`config.mk`:
```
export PLATFORM = sky130hd
export DESIGN_NAME = temp_write_driver
export DESIGN_NICKNAME = d
export VERILOG_FILES = /design/src/rtl/temp_write_driver.sv
export SDC_FILE = /design/constraint.sdc
export NUM_CORES = 1
export LEC_CHECK = 0
export BUFFER_PORTS_ARGS = -buffer_cell sky130_fd_sc_hd__buf_2
export CAP_MARGIN = 20
export CORE_MARGIN = 3
export CORE_UTILIZATION = 55
export DETAILED_ROUTE_END_ITERATION = 10
export PLACE_DENSITY = 0.83
export SYNTH_ARGS = -nofsm -noshare
export SYNTH_HDL_FRONTEND = slang
export SYNTH_SLANG_ARGS = --single-unit
```
`constraint.sdc`:
```
create_clock -name clk -period 5.5 [get_ports clk]
set_input_delay 1.1 -clock clk [delete_from_list [all_inputs] [get_ports clk]]
set_output_delay 1.1 -clock clk [all_outputs]
set_load 0.03 [all_outputs]
```
`src/rtl/temp_write_driver.sv`:
```
// temp_write_driver: buffers producer bytes in a FIFO and replays each one
// into the temp register as a SETUP / STROBE / HOLD write sequence.
//
// Ports:
//   clk, reset     clock; synchronous active-low reset
//   wr_data/valid  producer byte and valid
//   wr_ready       FIFO has room (combinational from count)
//   stall          blocks the start of a new write sequence (IDLE only)
//   tempData       temp register data (registered)
//   WEtemp         temp register write enable, one-cycle pulse in STROBE
//   busy           FSM not IDLE or FIFO not empty
//   count          FIFO occupancy
//   rb_data        temp register readback   (TEMPWR_READBACK_EN only)
//   rb_error       sticky readback mismatch (TEMPWR_READBACK_EN only)
//
// Optional feature macro: TEMPWR_READBACK_EN
module temp_write_driver #(
    parameter int WIDTH = 8,
    parameter int DEPTH = 4
) (
    input  logic                     clk,
    input  logic                     reset,
    input  logic [WIDTH-1:0]         wr_data,
    input  logic                     wr_valid,
    output logic                     wr_ready,
    input  logic                     stall,
    output logic [WIDTH-1:0]         tempData,
    output logic                     WEtemp,
    output logic                     busy,
    output logic [$clog2(DEPTH):0]   count
`ifdef TEMPWR_READBACK_EN
    ,
    input  logic [WIDTH-1:0]         rb_data,
    output logic                     rb_error
`endif
);

    localparam int PW = $clog2(DEPTH);
    localparam int CW = PW + 1;

    typedef enum logic [1:0] {
        S_IDLE   = 2'd0,
        S_SETUP  = 2'd1,
        S_STROBE = 2'd2,
        S_HOLD   = 2'd3
    } state_t;

    state_t           r_state;
    state_t           w_state_nx;
    logic [WIDTH-1:0] r_mem [DEPTH];
    logic [PW-1:0]    r_wr_ptr;
    logic [PW-1:0]    r_rd_ptr;
    logic [CW-1:0]    r_count;
    logic [WIDTH-1:0] r_temp_data;
    logic             r_we;
    logic             w_push;
    logic             w_pop;

    assign wr_ready = (r_count != CW'(DEPTH));
    assign w_push   = wr_valid && wr_ready;
    assign w_pop    = (r_state == S_IDLE) && (r_count != '0) && !stall;

    assign tempData = r_temp_data;
    assign WEtemp   = r_we;
    assign count    = r_count;
    assign busy     = (r_state != S_IDLE) || (r_count != '0);

    always_comb begin
        w_state_nx = r_state;
        unique case (r_state)
            S_IDLE:   if (w_pop) w_state_nx = S_SETUP;
            S_SETUP:  w_state_nx = S_STROBE;
            S_STROBE: w_state_nx = S_HOLD;
            S_HOLD:   w_state_nx = S_IDLE;
            default:  w_state_nx = S_IDLE;
        endcase
    end

    always_ff @(posedge clk) begin
        if (!reset) begin
            r_state <= S_IDLE;
        end else begin
            r_state <= w_state_nx;
        end
    end

    // Storage needs no reset: entries are only read after being written.
    always_ff @(posedge clk) begin
        if (w_push) begin
            r_mem[r_wr_ptr] <= wr_data;
        end
    end

    always_ff @(posedge clk) begin
        if (!reset) begin
            r_wr_ptr <= '0;
            r_rd_ptr <= '0;
            r_count  <= '0;
        end else begin
            if (w_push) r_wr_ptr <= r_wr_ptr + PW'(1);
            if (w_pop)  r_rd_ptr <= r_rd_ptr + PW'(1);
            unique case ({w_push, w_pop})
                2'b10:   r_count <= r_count + CW'(1);
                2'b01:   r_count <= r_count - CW'(1);
                default: r_count <= r_count;
            endcase
        end
    end

    // Enable is registered, so it is raised on the edge that enters STROBE.
    always_ff @(posedge clk) begin
        if (!reset) begin
            r_temp_data <= '0;
            r_we        <= 1'b0;
        end else begin
            if (w_pop) r_temp_data <= r_mem[r_rd_ptr];
            r_we <= (r_state == S_SETUP);
        end
    end

`ifdef TEMPWR_READBACK_EN
    logic r_rb_error;

    assign rb_error = r_rb_error;

    always_ff @(posedge clk) begin
        if (!reset) begin
            r_rb_error <= 1'b0;
        end else if ((r_state == S_HOLD) && (rb_data != r_temp_data)) begin
            r_rb_error <= 1'b1;
        end
    end
`endif

endmodule
```
==> results.md <==
* Routed WL per cell at 16.39 um
* Placer's final routability congestion estimate at 0.7202
* Yosys cell types at 30
* Drt drc at 0
* Total gr overflow at 0
* Initial DRC count at 83
* Critical path type: in -> reg
* Crit path max-delay family: simple AND/OR/NAND/NOR gates
* First-pass GRT wire length at 5575 um
* Die span in y at 67.12 um
* Chip width at 67.12 um
* N_diodes at 0
* Post-cts repair resize count at 0
* Root Buffer: clkbuf_8
* Max Cap Violations at 0
* Worst VDD drop at 0.0002248 V
* Overall global routing resource usage at 17.79%
* CTS HTree Levels at 2
* Leak at 0.8565 nW
* Total number of vias at 1148
* Minimum hold slack at 465.2 ps
* Critical R2R Capture: count[2]
* Share of layout cells above drive strength 1 at 21.69%
* Slowest cell on the critical path: nor2_1
* PortBufs at 25
* Yosys top cell by area: edfxtp_1
* Post-DP HPWL at 2493 um
* Setup crit end kind: register
* # Post-CTS Setup Buffers at 0
* # hold bufs at CTS at 0
* Pwr/cell area at 454.6 mW/mm^2
* Total routed wirelength at 3474 um
* Synth top area share at 46.77%
* Antenna violations before repair at 0
* Initial core utilization at 59.24%
* Flop2flop setup slack at 2680 ps
* RSZ-0062 raised after global routing: no
* Hold EP: tempData[5]
* Critical R2R Launch: r_state[1]
* Slew Limit Fails at 0
* Part of the cycle the worst path needs at 57.10%
* Critical path startpoint category: primary input
* Syn_nets at 160
* R2R cell count at 10
* Slew @ Worst Pin at 674.4 ps
* Nets at 187
* Number of global-route vias before repair at 1189
* Final hold vios at 0
* Yosys warnings at 0
* P&R area growth vs syn at 11.45%
* Worst min path class: reg -> reg
* CTS tree: built
* Clk slew on worst S/H paths at 80 ps
* Avg Inst Size Synth at 14.89 um^2
* Finish-stage setup viols at 0
* Slew HR at 54.88%
* Netlist Area Pre-Place at 0.002054 mm^2
* FP Rows at 21
* DR pass1 iterations at 6
* DRT antenna net count at 0
* Post-synthesis register bit count at 50
* Status: complete, no violations
* CP peak stage delay at 550 ps
* Clock buffer depth at 2
* Post-Synthesis Cells at 138
* Worst Path Required at 5720 ps
* Hold depth at 2
* Die area at 0.004504 mm^2
* Largest net degree at the start of global routing at 15
* Clock Latency Late Sink at 300 ps
* CP arrival at 3360 ps
* Top-Level Pins at 26
* Clock sinks at 50
* Final TNS setup at 0 ps
* Area of the core at 0.003468 mm^2
* CP cell instances: buf_2, nand2b_1, nor2_1, ha_1, inv_1, fa_1, xor2_1, or3_1, a21oi_1
* Worst Path Buf+Inv at 2
* CTS Buf Count at 5
* Routed vias/inst at 5.415
* Register area share after synthesis at 64.31%
* Synth top area cells: edfxtp_1 47%, dfxtp_1 18%, mux4_1 6.4%
* HP Start: tempData[5]
* CP max FO at 9
* Fmax at 318.4 MHz
* Min cycle time layout at 3141 ps
* Max Clock Skew at 3.787 ps
[cell families after synthesis]
kind of cell    share of synthesized area (%)
xor+xnor                               0.8528
buf+inv                                 2.984
compound gates                          6.943
mux                                     10.66
flops                                   64.31
simple gates                            7.796
fa+ha+maj                               6.456
[cell usage in the layout, fill, tap and decap left out, drive strengths merged, types with 4 or more instances in the layout]
cell and instances:
nand2 13, o2bb2ai 8, o21ai 4, and3 4
dfxtp 18, clkbuf 7, edfxtp 32, inv 9
ha 9, a21oi 6, buf 25, mux4 8
nor2 4
[power breakdown]
| part | total [mW] | switching (mW) | internal [mW] |
|---|---|---|---|
| clock network | 0.200 | 0.111 | 0.0887 |
| logic | 0.337 | 0.211 | 0.126 |
| registers | 0.504 | 0.0464 | 0.458 |
| total | 1.04 | 0.369 | 0.672 |
[per-layer routing]
layer | track usage, % | up-vias | share of wire [%]
li1 | - | 566 | -
met1 | 20.30 | 553 | 41
met2 | 30.31 | 24 | 53
met3 | 5.565 | 5 | 3.8
met4 | 8.354 | 0 | 1.8
met5 | 0 | - | 0
[cells in the mapped netlist]
| master | count |
|---|---|
| fa_1 | 1 |
| or3b_1 | 1 |
| mux4_2 | 3 |
| dfxtp_1 | 18 |
| o21ai_1 | 2 |
| o21ai_0 | 2 |
| a21o_1 | 2 |
| buf_1 | 2 |
| nor2_1 | 4 |
| or4_1 | 1 |
| nor3_2 | 2 |
| and3_1 | 4 |
| o31ai_1 | 1 |
| xor2_1 | 2 |
| nand2b_1 | 1 |
| a21oi_1 | 6 |
| nand2_1 | 13 |
| clkbuf_1 | 1 |
| buf_2 | 1 |
| mux2i_1 | 2 |
| nand3_1 | 2 |
| mux4_1 | 5 |
| or3_1 | 2 |
| inv_1 | 8 |
| and2_1 | 1 |
| ha_1 | 9 |
| inv_2 | 1 |
| edfxtp_1 | 32 |
| o2bb2ai_1 | 8 |
| buf_6 | 1 |
[worst register-to-register path, stage by stage (launching register included)]
cell	delay, ps
dfxtp_1	340
inv_1	110
ha_1	200
nand2b_1	140
nor2_1	550
ha_1	310
inv_1	70
fa_1	370
xor2_1	150
or3_1	310
a21oi_1	170
[layout make-up]
class	instances	area [um^2]
Sequential cell	50	1321
Fill cell	260	1179
Multi-Input combinational cell	74	671.9
Timing Repair Buffer	25	125.1
Clock buffer	7	76.32
Tap cell	46	57.56
Inverter	9	33.78
Clock inverter	1	3.754
[registers in the layout, summed over array words and instances (netlist names)]
signal / flops
r_state: 2
tempData: 8
r_wr_ptr: 2
r_mem: 32
count: 3
r_rd_ptr: 2
WEtemp: 1
[metrics by stage]
stage	std cells	area [um^2]	power, mW	utilization [%]	setup WS [ps]
3_3_place_gp	204	2210	0.8286	63.71	2275
4_1_cts	212	2290	1.048	66.02	2392
3_5_place_dp	204	2210	0.8519	63.71	2107
2_1_floorplan	138	2054	0.7645	-	2555
6_report	212	2290	1.041	66.02	2359
5_1_grt	212	2290	1.104	66.02	2166
[worst max path at each step]
| stage | start | endpoint | slack [ps] | depth (start not counted) |
|---|---|---|---|---|
| floorplan | stall | count[2] | 2550 | 8 |
| global placement | stall | count[2] | 2270 | 9 |
| detailed placement | stall | count[2] | 2110 | 9 |
| CTS | stall | count[2] | 2390 | 9 |
| global route | stall | count[2] | 2170 | 9 |
| finish | stall | count[2] | 2360 | 9 |
(Power assumes the default switching activity.)
